[src/rtl/core_wb_pkg.sv]
// Shared writeback-path constants and types for the register-file write port arbiter.
package core_wb_pkg;
  localparam int unsigned XLEN    = 32;
  localparam int unsigned REG_AW  = 5;
  localparam int unsigned WB_ID_W = 3;
  localparam int unsigned WAIT_W  = 4;

  localparam int unsigned WB_SRC_ALU = 0;
  localparam int unsigned WB_SRC_LSU = 1;
  localparam int unsigned WB_SRC_MUL = 2;
  localparam int unsigned WB_SRC_CSR = 3;

  typedef logic [WB_ID_W-1:0] wb_id_t;
  typedef logic [WAIT_W-1:0]  wait_cnt_t;

  // Index following idx, wrapping n-1 -> 0.
  function automatic wb_id_t wb_next_idx(input wb_id_t idx, input int unsigned n);
    if (32'(idx) + 1 >= n) return '0;
    return wb_id_t'(32'(idx) + 1);
  endfunction
endpackage

[src/rtl/regfile_wb_arbiter_if.sv]
// Writeback bus: per-source valid/ready/sel/data in, registered regfile write port out.
interface regfile_wb_arbiter_if #(
  parameter int unsigned NUM_REQ = 4
);
  import core_wb_pkg::*;

  logic                      hold;
  logic [NUM_REQ-1:0]        req_valid;
  logic [NUM_REQ-1:0]        req_ready;
  logic [NUM_REQ*REG_AW-1:0] req_sel;
  logic [NUM_REQ*XLEN-1:0]   req_data;
  logic                      wEn;
  logic [REG_AW-1:0]         write_sel;
  logic [XLEN-1:0]           write_data;
  wb_id_t                    grant_id;

  modport master (
    output hold, req_valid, req_sel, req_data,
    input  req_ready, wEn, write_sel, write_data, grant_id
  );

  modport slave (
    input  hold, req_valid, req_sel, req_data,
    output req_ready, wEn, write_sel, write_data, grant_id
  );
endinterface

[src/rtl/regfile_wb_arbiter_prio_pick.sv]
// Combinational rotating priority picker: first set mask bit at or after start, wrapping.
module wb_prio_pick
  import core_wb_pkg::*;
#(
  parameter int unsigned N = 4
) (
  input  logic [N-1:0] mask,
  input  wb_id_t       start,
  output logic [N-1:0] onehot,
  output wb_id_t       idx,
  output logic         any
);
  // Rotation expressed as distance-from-start so all bit selects stay constant-indexed.
  always_comb begin
    onehot = '0;
    idx    = '0;
    any    = 1'b0;
    for (int unsigned off = 0; off < N; off++) begin
      for (int unsigned i = 0; i < N; i++) begin
        if (!any && mask[i] &&
            (((i >= 32'(start)) ? (i - 32'(start)) : (i + N - 32'(start))) == off)) begin
          any       = 1'b1;
          onehot[i] = 1'b1;
          idx       = wb_id_t'(i);
        end
      end
    end
  end
endmodule

[src/rtl/regfile_wb_arbiter.sv]
// Writeback arbiter for the single regfile write port: starvation-guarded grant, registered output.
// Define REGFILE_WB_RR_EN for round-robin non-urgent selection; fixed priority otherwise.
module regfile_wb_arbiter
  import core_wb_pkg::*;
#(
  parameter int unsigned NUM_REQ  = 4,
  parameter int unsigned MAX_WAIT = 7
) (
  input logic                 clock,
  input logic                 reset,
  regfile_wb_arbiter_if.slave wb
);
  wait_cnt_t          wait_cnt [NUM_REQ];
  logic [NUM_REQ-1:0] urgent_mask;
  logic [NUM_REQ-1:0] urg_oh;
  logic [NUM_REQ-1:0] norm_oh;
  logic [NUM_REQ-1:0] grant_oh;
  wb_id_t             urg_idx;
  wb_id_t             norm_idx;
  wb_id_t             grant_idx;
  wb_id_t             start_idx;
  logic               any_urg;
  logic               any_norm;
  logic               grant_en;
  logic               transfer;
  logic [REG_AW-1:0]  grant_sel;
  logic [XLEN-1:0]    grant_data;

  always_comb begin
    urgent_mask = '0;
    for (int unsigned i = 0; i < NUM_REQ; i++)
      urgent_mask[i] = wb.req_valid[i] && (wait_cnt[i] == WAIT_W'(MAX_WAIT));
  end

`ifdef REGFILE_WB_RR_EN
  wb_id_t rr_ptr;

  always_ff @(posedge clock) begin
    if (reset)
      rr_ptr <= '0;
    else if (transfer)
      rr_ptr <= wb_next_idx(grant_idx, NUM_REQ);
  end

  assign start_idx = rr_ptr;
`else
  assign start_idx = '0;
`endif

  wb_prio_pick #(.N(NUM_REQ)) u_pick_urgent (
    .mask   (urgent_mask),
    .start  ('0),
    .onehot (urg_oh),
    .idx    (urg_idx),
    .any    (any_urg)
  );

  wb_prio_pick #(.N(NUM_REQ)) u_pick_normal (
    .mask   (wb.req_valid),
    .start  (start_idx),
    .onehot (norm_oh),
    .idx    (norm_idx),
    .any    (any_norm)
  );

  always_comb begin
    grant_en  = !reset && !wb.hold;
    transfer  = grant_en && (any_urg || any_norm);
    grant_idx = any_urg ? urg_idx : norm_idx;
    grant_oh  = '0;
    if (transfer)
      grant_oh = any_urg ? urg_oh : norm_oh;
    wb.req_ready = grant_oh;
  end

  always_comb begin
    grant_sel  = '0;
    grant_data = '0;
    for (int unsigned i = 0; i < NUM_REQ; i++) begin
      if (grant_oh[i]) begin
        grant_sel  = wb.req_sel[i*REG_AW +: REG_AW];
        grant_data = wb.req_data[i*XLEN +: XLEN];
      end
    end
  end

  // Counters age only while a source is left waiting; hold freezes all of them.
  always_ff @(posedge clock) begin
    if (reset) begin
      for (int unsigned i = 0; i < NUM_REQ; i++)
        wait_cnt[i] <= '0;
    end else if (!wb.hold) begin
      for (int unsigned i = 0; i < NUM_REQ; i++) begin
        if (!wb.req_valid[i] || grant_oh[i])
          wait_cnt[i] <= '0;
        else if (wait_cnt[i] != WAIT_W'(MAX_WAIT))
          wait_cnt[i] <= wait_cnt[i] + 1'b1;
      end
    end
  end

  // x0 writes are consumed but never enabled at the regfile.
  always_ff @(posedge clock) begin
    if (reset) begin
      wb.wEn        <= 1'b0;
      wb.write_sel  <= '0;
      wb.write_data <= '0;
      wb.grant_id   <= '0;
    end else if (transfer) begin
      wb.wEn        <= (grant_sel != '0);
      wb.write_sel  <= grant_sel;
      wb.write_data <= grant_data;
      wb.grant_id   <= grant_idx;
    end else begin
      wb.wEn        <= 1'b0;
    end
  end
endmodule

[src/flat_wrapper.sv]
// flat-port wrapper written by rule: the top's interface ports become plain ports
module regfile_wb_arbiter_flat import core_wb_pkg::*;
#(
  parameter int unsigned NUM_REQ  = 4,
  parameter int unsigned MAX_WAIT = 7
)
  (clock, reset, wb_hold, wb_req_valid, wb_req_sel, wb_req_data, wb_req_ready, wb_wEn, wb_write_sel, wb_write_data, wb_grant_id);
  regfile_wb_arbiter_if #(.NUM_REQ(NUM_REQ)) wb_i ();
  input logic clock;
  input logic reset;
  input wire logic [$bits(wb_i.hold)-1:0] wb_hold;
  input wire logic [$bits(wb_i.req_valid)-1:0] wb_req_valid;
  input wire logic [$bits(wb_i.req_sel)-1:0] wb_req_sel;
  input wire logic [$bits(wb_i.req_data)-1:0] wb_req_data;
  output wire logic [$bits(wb_i.req_ready)-1:0] wb_req_ready;
  output wire logic [$bits(wb_i.wEn)-1:0] wb_wEn;
  output wire logic [$bits(wb_i.write_sel)-1:0] wb_write_sel;
  output wire logic [$bits(wb_i.write_data)-1:0] wb_write_data;
  output wire logic [$bits(wb_i.grant_id)-1:0] wb_grant_id;
  assign wb_i.hold = wb_hold;
  assign wb_i.req_valid = wb_req_valid;
  assign wb_i.req_sel = wb_req_sel;
  assign wb_i.req_data = wb_req_data;
  assign wb_req_ready = wb_i.req_ready;
  assign wb_wEn = wb_i.wEn;
  assign wb_write_sel = wb_i.write_sel;
  assign wb_write_data = wb_i.write_data;
  assign wb_grant_id = wb_i.grant_id;
  regfile_wb_arbiter #(.NUM_REQ(NUM_REQ), .MAX_WAIT(MAX_WAIT)) u_core (.clock(clock), .reset(reset), .wb(wb_i));
endmodule
[config.mk]
export PLATFORM = sky130hd
export DESIGN_NAME = regfile_wb_arbiter_flat
export DESIGN_NICKNAME = d
export VERILOG_FILES = /design/src/rtl/core_wb_pkg.sv /design/src/rtl/regfile_wb_arbiter_if.sv /design/src/rtl/regfile_wb_arbiter_prio_pick.sv /design/src/rtl/regfile_wb_arbiter.sv /design/src/flat_wrapper.sv
export SDC_FILE = /design/constraint.sdc
export NUM_CORES = 1
export LEC_CHECK = 0
export CAP_MARGIN = 20
export CORE_MARGIN = 3
export CORE_UTILIZATION = 23
export DETAILED_ROUTE_END_ITERATION = 8
export SYNTH_ARGS = -nofsm -noshare
export SYNTH_HDL_FRONTEND = slang
export SYNTH_SLANG_ARGS = --single-unit
[constraint.sdc]
create_clock -name clock -period 2.7 [get_ports clock]
set_input_delay 0.675 -clock clock [delete_from_list [all_inputs] [get_ports clock]]
set_output_delay 0.675 -clock clock [all_outputs]
set_load 0.03 [all_outputs]
==> results by group <==
Outcome
  • Status: completed

STA
  • Worst relative slew slack: 61.8%
  • Final Skew: 0.00900 ns
  • Fmax: 0.383 GHz
  • Crit path time final: around 2.6 ns
  • TNS Setup: 0 ns
  • Final WS setup: 0.0882 ns
  • Final hold slack: 0.458 ns
  • Final critical-path share of the clock period: approximately 97%
  • Final Setup Violations: 0
  • Max Slew Vio Count: 0
  • Final hold violations: 0
  • Slew @ Worst Pin: around 0.57 ns

Critical path
  • Max stage delay on crit path: ~0.33 ns
  • CP Class: input port to output port
  • CP cell instances: dlygate4sd2_1 > and4b_1 > nor3_4 > nand2_1 > clkinv_2 > buf_4
  • WP data required: between 2 and 2.5 ns
  • Flop-to-flop setup slack: 0.23 ns
  • Crit-path slowest cell: and4b_1
  • Setup crit end kind: output port
  • Worst R2R End: u_core.wb.write_data[25]$_SDFFE_PP0P_
  • CP Data Arrival Time: 1.94 ns
  • Worst r2r path cells: 9
  • RR Startpoint: u_core.wait_cnt[0][0]$_SDFFCE_PN0P_
  • CP max FO: 4
  • Startpoint types: input port

Route
  • DR pass1 iterations: 5
  • Routed WL: 14,300 um
  • WL per Instance: 18.3 um
  • Via Count: just under 4,000
  • DR vias/cell: approximately 5.0
  • Final ANT Viol Nets: 0
  • First-iteration detailed-routing DRC count: 202
  • Post-route DRC: 0

Flow run
  • Max_cap viols: 0

Yosys
  • Cell variety after synth: 55
  • Commonest cells post-synth: 53 x a21oi_1, 40 x dfxtp_1, 34 x nor2_1, 30 x nand2_1, 28 x o21ai_0
  • Mapped Cells: 372
  • Yosys reg bits: 56
  • Ranking of synthesized cells by area: dfxtp_1 24%, edfxtp_1 15%, a21oi_1 8.1%
  • Post-synth EDFFs: 16
  • Async SR Flop Fraction: 0%
  • Register area share after synthesis: 39.1%
  • Yosys top cell area share: 24.4%
  • Synth Flop Type: dfxtp_1
  • Syn Area/Cell: 8.81 um^2
  • Mapped Area: 0.00328 mm^2
  • Cell with the most instances after synthesis: a21oi_1
  • Leading area contributor after synthesis: dfxtp_1
  • Synth Warn #: 0
  • Post-Syn Nets: 531

Cells and area
  • Post-Route Utilization: a little over two fifths
  • Number of diodes: 0
  • Area grow syn2layout: 80.4%
  • Layout cell share with drive strength beyond 1: ~16%
  • Final instance area: about 0.0059 mm^2
  • NumNets Final: 766
  • Fillers: 1,329

Placement
  • Buffers on Ports: 198
  • RePlAce Congestion: 0.948
  • HPWL after detailed placement: 11,500 um
  • Pre-CTS setup slack: -0.309 ns
  • Placed cell area: 0.00570 mm^2

Floorplanning
  • Die Span X: 125 um
  • IO Count: 200
  • Die Area: 0.0157 mm^2
  • Die height: 125 um
  • Core ar.: 0.0136 mm^2
  • Row count: 42
  • Initial Util: roughly 24%

Power
  • IR drop worst, VDD: 0.257 mV
  • Internal power: approximately 1.7 mW
  • Sequential share of power: 41.4%
  • Switching Share: 28.4%
  • Comb power frac: between 30% and 40%
  • LEAKAGE: roughly 2.3 nW
  • Clock group share of total power: 27.3%
  • Power Dens Cells: between 300 and 400 mW/mm^2
  • NetSw: roughly 670 uW

CTS
  • H-tree depth: 2
  • CTS tree: yes
  • CTS sink count: 56
  • CTS Buffer Depth: 2
  • Clock buffer count from CTS: 5
  • Clock Latency Late Sink: 0.29 ns
  • Clock transition at the registers of the reported paths: 0.07 ns
  • Root buffer cell: clkbuf_16

GRT
  • All-layer global routing usage: 17.4%
  • Number of global-route vias before repair: 4,011
  • Largest net degree at the start of global routing: 29
  • Global-route wire length before repair: 22,100 um
  • Initial antenna violation count: 0
  • Grt total ovfl: 0

Min path
  • Worst hold path endpoint: u_core.wb.write_sel[1]$_SDFFE_PP0P_
  • Hold WC Path Type: flop to flop
  • Worst hold start: u_core.wb.write_sel[1]$_SDFFE_PP0P_
  • Hold path depth: 2
## repair_timing
item                       in CTS  in global routing
pin swaps                       0                  3
cloned                          0                  0
gates resized for setup        13                 10
setup buffers                   2                  3
setup endpoints to repair       7                  3
hold buffers                    0                  0
## cell type report
cell class,count,area (um^2),area share [%]
Tap cell,176,220,3.73
Sequential cell,56,1280,21.7
Timing Repair Buffer,258,2440,41.3
Clock inverter,3,18.8,0.318
Clock buffer,5,125,2.12
Multi-Input combinational cell,279,1800,30.4
Inverter,7,27.5,0.466
## metal layers
layer	GRT usage (%)	vias up	share of wire, %	wire length (um)
li1	-	1899	-	-
met1	22.9	1835	43	6190
met2	29.7	166	48	6940
met3	3.88	11	7.3	1050
met4	3.38	0	1.1	158
met5	0	-	0	0
## worst max-delay path, delay by kind of cell
| family | cells | cell delay [ns] |
|---|---|---|
| buffers and inverters | 3 | 0.57 |
| AND/OR/NAND/NOR | 3 | 0.69 |
## registers in the layout (all words and copies together), names as in the netlist
register,flops
u_core.wb.write_data,32
u_core.wait_cnt,16
u_core.wb.write_sel,5
u_core.wb.grant_id,2
u_core.wb.wEn,1
## stage by stage
stage | power [mW] | cells
floorplan | 1.28 | 372
global placement | 1.71 | 771
detailed placement | 1.72 | 771
CTS | 2.37 | 781
global route | 2.47 | 784
finish | 2.34 | 784
## worst max-delay path by stage
stage / end / slack, ns / start
2_1_floorplan: u_core.wait_cnt[1][0]$_SDFFCE_PN0P_ / 0.11 / reset
3_3_place_gp: u_core.wb.wEn$_SDFF_PP0_ / -0.33 / wb_hold
3_5_place_dp: wb_req_ready[2] / -0.31 / wb_req_valid[2]
4_1_cts: wb_req_ready[2] / -0.04 / wb_hold
5_1_grt: wb_req_ready[1] / -0.004 / u_core.wait_cnt[3][0]$_SDFFCE_PN0P_
6_report: wb_req_ready[2] / 0.09 / wb_req_valid[0]
## power groups by stage
stage          combinational [mW]  clock, mW  sequential [mW]
6_report                    0.732      0.640            0.971
5_1_grt                     0.781      0.708            0.979
4_1_cts                     0.731      0.669            0.971
3_5_place_dp                0.726          0            0.990
3_3_place_gp                0.721          0            0.989
2_1_floorplan               0.187          0             1.09
## layout by cell type, fill, tap and decap left out, drive strengths merged, types with 8 or more instances in the layout
cell type,count
buf,64
a21oi,53
nor2,34
o21ai,31
nand3,8
dfxtp,40
nor3,15
a22oi,10
a221o,22
clkdlybuf4s50,188
nand2,30
edfxtp,16
## cell families after synthesis
| logic type | synth area share [%] |
|---|---|
| compound gates | 31.7 |
| simple gates | 18.0 |
| flops | 39.1 |
| buf+inv | 7.37 |
| xor+xnor | 2.14 |
| fa+ha+maj | 1.53 |
| other cells | 0.114 |
Note: power is estimated with default switching activity, not from simulation.
==> edit 1 (same settings) <==
The package constant `XLEN` goes from 32 to 36.
--- a/src/rtl/core_wb_pkg.sv
+++ b/src/rtl/core_wb_pkg.sv
@@ -1,6 +1,6 @@
 // Shared writeback-path constants and types for the register-file write port arbiter.
 package core_wb_pkg;
-  localparam int unsigned XLEN    = 32;
+  localparam int unsigned XLEN    = 36;
   localparam int unsigned REG_AW  = 5;
   localparam int unsigned WB_ID_W = 3;
   localparam int unsigned WAIT_W  = 4;
Interface: changed (resized wb_req_data and wb_write_data); port bits go from 200 to 220. The function was not compared with the original's and may differ.
==> edit 1 against the unedited design <==
Wire length grew 6.3%. Fmax shrank 1.3%. Via count grew 2.9%. Sequential cell count grew 4. Area after synthesis grew 2.2%. Worst setup slack lost 0.035 ns. Final area grew 6.7%. Global-route usage grew 1.1 points. Register-to-register slack gained 0.03 ns. Clock skew shrank 0.0028 ns. Non-clock buffer count grew 10. Power grew 22%. Critical path type unchanged. Critical endpoint is now wb_req_ready[1]. Largest power group is now clock.
==> edit 1: results (changes against the unedited design) <==
[outcome]
status = finished, final reports clean

[critical_path]
cp_top_family = buffers and inverters
slowest_delay_ns = 0.28  ; -0.05 ns
arrival_ns = 1.97  ; +0.03 ns
crit_path_top_delay_cell = o32ai_2

[power_and_ir_drop]
switching_share_pct = 28.0  ; -0.37 points
leakage_nw = 2.44  ; +6.7%
vdd_drop_max_mv = 0.265  ; +3.1%

[grt]
grtUsageMet3_pct = 6.36  ; +2.5 points
grt_use_total_pct = 18.5  ; +1.1 points
grt_pass1_wl_um = 23100  ; +4.3%
use_met2_pct = 33.1  ; +3.4 points
grt_pass1_vias = 4276  ; +6.6%

[logic_synthesis]
seq_area_frac_synth_pct = 40.7  ; +1.5 points
syn_nets = 553  ; +4.1%
synthTopCellsByArea = dfxtp_1 (26%), edfxtp_1 (14%), nand2_1 (6.2%)
yosys-top-cells-count = nand2_1 (55), dfxtp_1 (44), nor2_1 (29), nand3_1 (22), a21oi_1 (19)

[placement]
place_ws_ns = -0.260  ; +0.0498 ns
gp_congestion = 0.928  ; -2.1%
io_buffers = 218  ; +10%
hpwl_um = 12000  ; +4.8%

[final_layout]
final_cell_count_no_fill = 812  ; +3.6%
drive_gt1_share_pct = 14.2  ; -1.5 points
fin_nets = 802  ; +4.7%
largestRegisters = u_core.wb.write_data (36), u_core.wait_cnt (16), u_core.wb.write_sel (5)

[clock_network]
clkLatencyLatePin_ns = 0.33  ; +0.04 ns
htreeDepth = 3  ; +1
clk_pin_slew_ns = 0.05  ; -0.02 ns

[routing]
viasPerCell = 4.96  ; -0.66%

[sta]
finalClockSkew_ns = 0.00623  ; -0.00278 ns

-- edit 1: worst reg2reg max path: stages, from the launching register on --
cell and delay [ns]:
edfxtp_1 0.37, ha_1 0.28, and4b_4 0.31, o32ai_2 0.10
and3b_2 0.25, buf_4 0.15, buf_4 0.17, buf_4 0.15
a221oi_2 0.28, o22a_1 0.18, nand4_1 0.07
-- edit 1: layer usage --
metal  up-vias  wire length [um]  share of wire [%]
met1      1918              6050                 40
met5         -                 0                  0
li1       1953                 -                  -
met4         0               224                1.5
met3        14              1080                7.1
met2       139              7880                 52
-- edit 1: layout make-up --
type / count / area, um^2
Fill cell: 1371 / 7740
Timing Repair Buffer: 268 / 2590
Multi-Input combinational cell: 282 / 1830
Sequential cell: 60 / 1360
Clock buffer: 11 / 243
Tap cell: 180 / 225
Clock inverter: 5 / 27.5
Inverter: 6 / 22.5
-- edit 1: power by group through the flow --
stage	registers, mW	clock network, mW	logic (mW)
global route	1.05	1.11	0.822
global placement	1.05	0	0.771
CTS	1.04	1.08	0.779
detailed placement	1.06	0	0.774
floorplan	1.17	0	0.187
finish	1.04	1.06	0.774
-- edit 1: final timing paths --
kind                                 start  slack, ns                        to
setup / recovery           wb_req_valid[3]       0.05           wb_req_ready[1]
setup reg to reg     u_core.wait_cnt[3][0]       0.26             u_core.wb.wEn
hold / removal    u_core.wb.write_data[22]       0.45  u_core.wb.write_data[22]
hold reg to reg   u_core.wb.write_data[22]       0.45  u_core.wb.write_data[22]
-- edit 1: cells by family after synthesis --
logic type	synth area share [%]
DFF	40.7
xor gates and xnor gates	1.83
and+or+nand+nor	18.4
other	0.112
adders and majority gates	1.49
AOI/OAI and AO/OA	31.7
buffers and inverters	5.79
-- edit 1: what timing repair did --
action | 4_1_cts | 5_1_grt
hold buffers | 0 | 0
cloned | 0 | 0
setup buffers | 4 | 0
setup endpoints to repair | 4 | 2
resized for setup | 9 | 4
pin swaps | 4 | 4
==> edit 2 (same settings) <==
Without the edit above. Add a define of `REGFILE_WB_RR_EN`.
--- a/src/rtl/regfile_wb_arbiter.sv
+++ b/src/rtl/regfile_wb_arbiter.sv
@@ -1,5 +1,7 @@
 // Writeback arbiter for the single regfile write port: starvation-guarded grant, registered output.
 // Define REGFILE_WB_RR_EN for round-robin non-urgent selection; fixed priority otherwise.
+`define REGFILE_WB_RR_EN
+
 module regfile_wb_arbiter
   import core_wb_pkg::*;
 #(
Formal check against the unedited RTL: not equivalent (a bounded check fails within 4 cycles, from zero or initial values and one cycle with reset high).
==> edit 2 against the unedited design <==
The run now ends with negative setup slack left. Global-route usage is 0.19 points higher. Core utilization is 5.6 points higher. Final area is 22% higher. Area after synthesis is 7.0% higher. Register-to-register slack worse by 0.60 ns. Worst setup slack worse by 0.56 ns. Clock skew is 0.0020 ns higher. Fmax is 18% lower. Non-clock buffer count is 45 higher. Wire length is 10% higher. Sequential cell count is 3 higher.
Power is not compared: it rests on default switching activity, and its combinational part moved more than twofold at a synthesized area within 25%.
==> edit 2: results (changes against the unedited design) <==
[outcome]
violations = negative setup slack
status = complete, but fails checks

[placement]
gp_congestion = 0.918  ; -3.2%
post_dp_cell_area_um2 = 6310  ; +11%
hpwl_um = 11900  ; +4.1%

[critical_path]
path_class = flip-flop to output port
regToRegSetupSlack_ns = -0.37  ; -0.60 ns
crit_path_top_delay_cell = or4_4
r2r-start = u_core.rr_ptr[2]

[clock_network]
cts_resized = 64  ; +51
cts_made_buffers = 9  ; +4
post_cts_buffers = 9  ; +7
clk_pin_slew_ns = 0.05  ; -0.02 ns
clkLatencyLatePin_ns = 0.32  ; +0.03 ns
htreeDepth = 3  ; +1

[grt]
grt_use_total_pct = 17.6  ; +0.19 points
grt_pass1_wl_um = 22900  ; +3.6%

[logic_synthesis]
yosysTopAreaCellShare_pct = 24.6  ; +0.12 points
synth.mux.area_fraction_pct = 0.428  ; +0.43 points
yosys-top-cells-count = nand2_1 (54), dfxtp_1 (43), a21oi_1 (38), a222oi_1 (27), nor2_1 (24)
synth-xor-area-share_pct = 2.00  ; -0.14 points
synthTopCellsByArea = dfxtp_1 (25%), edfxtp_1 (14%), a222oi_1 (7.7%)

[routing]
viasPerCell = 5.11  ; +2.5%
routedWlPerCell_um = 18.1  ; -1.3%
first_iter_violations = 238  ; +18%
routed_wl_um = 15800  ; +10%
drt_first_pass_iters = 6  ; +1

[sta]
setup_ws_ns = -0.469  ; -0.558 ns
finalSetupTns_ns = -13.88  ; -13.88 ns
setup_viol = 56  ; +56
finalClockSkew_ns = 0.0110  ; +0.00198 ns

[final_layout]
fin_nets = 853  ; +11%

-- edit 2: cell count changes after synthesis, moves of 9 or more --
cell      delta
nor2_1      -10
a21o_1      +18
o21ai_0     -14
nand2_1     +24
nor3_1       -9
a221o_1     -14
a21oi_1     -15
a222oi_1    +23
buf_4        -9
-- edit 2: layout make-up --
cell class                      instances  area (um^2)  area share (%)
Multi-Input combinational cell        297         2280            31.5
Clock buffer                           14          264            3.65
Inverter                               16         77.6            1.07
Sequential cell                        59         1350            18.7
Clock inverter                          2         10.0           0.139
Timing Repair Buffer                  303         3020            41.7
Tap cell                              184          230            3.19
-- edit 2: critical path, delay by kind of cell (launching register included) --
kind,cells,cell delay (ns)
AO/OA/AOI/OAI,1,0.23
multiplexers,1,0.27
buffers and inverters,4,0.35
adder cells (fa/ha/maj),1,0.15
flip-flops,1,0.39
AND/OR/NAND/NOR,3,0.78
-- edit 2: worst min path at each step --
| stage | from | end |
|---|---|---|
| after global placement | u_core.wb.write_data[15] | u_core.wb.write_data[15] |
| after global routing | u_core.wb.write_data[8] | u_core.wb.write_data[8] |
| after floorplan | u_core.wait_cnt[3][0] | u_core.wait_cnt[3][0] |
| after detailed placement | u_core.wb.grant_id[1] | u_core.wb.grant_id[1] |
| final | u_core.wb.write_sel[4] | u_core.wb.write_sel[4] |
| after CTS | u_core.wb.grant_id[1] | u_core.wb.grant_id[1] |
-- edit 2: metal layers --
layer / global-route usage [%] / share of wire (%) / vias up
li1: - / - / 2115
met1: 19.9 / 38 / 2143
met2: 31.7 / 53 / 202
met3: 5.65 / 8.3 / 12
met4: 5.38 / 1.2 / 0
met5: 0 / 0 / -
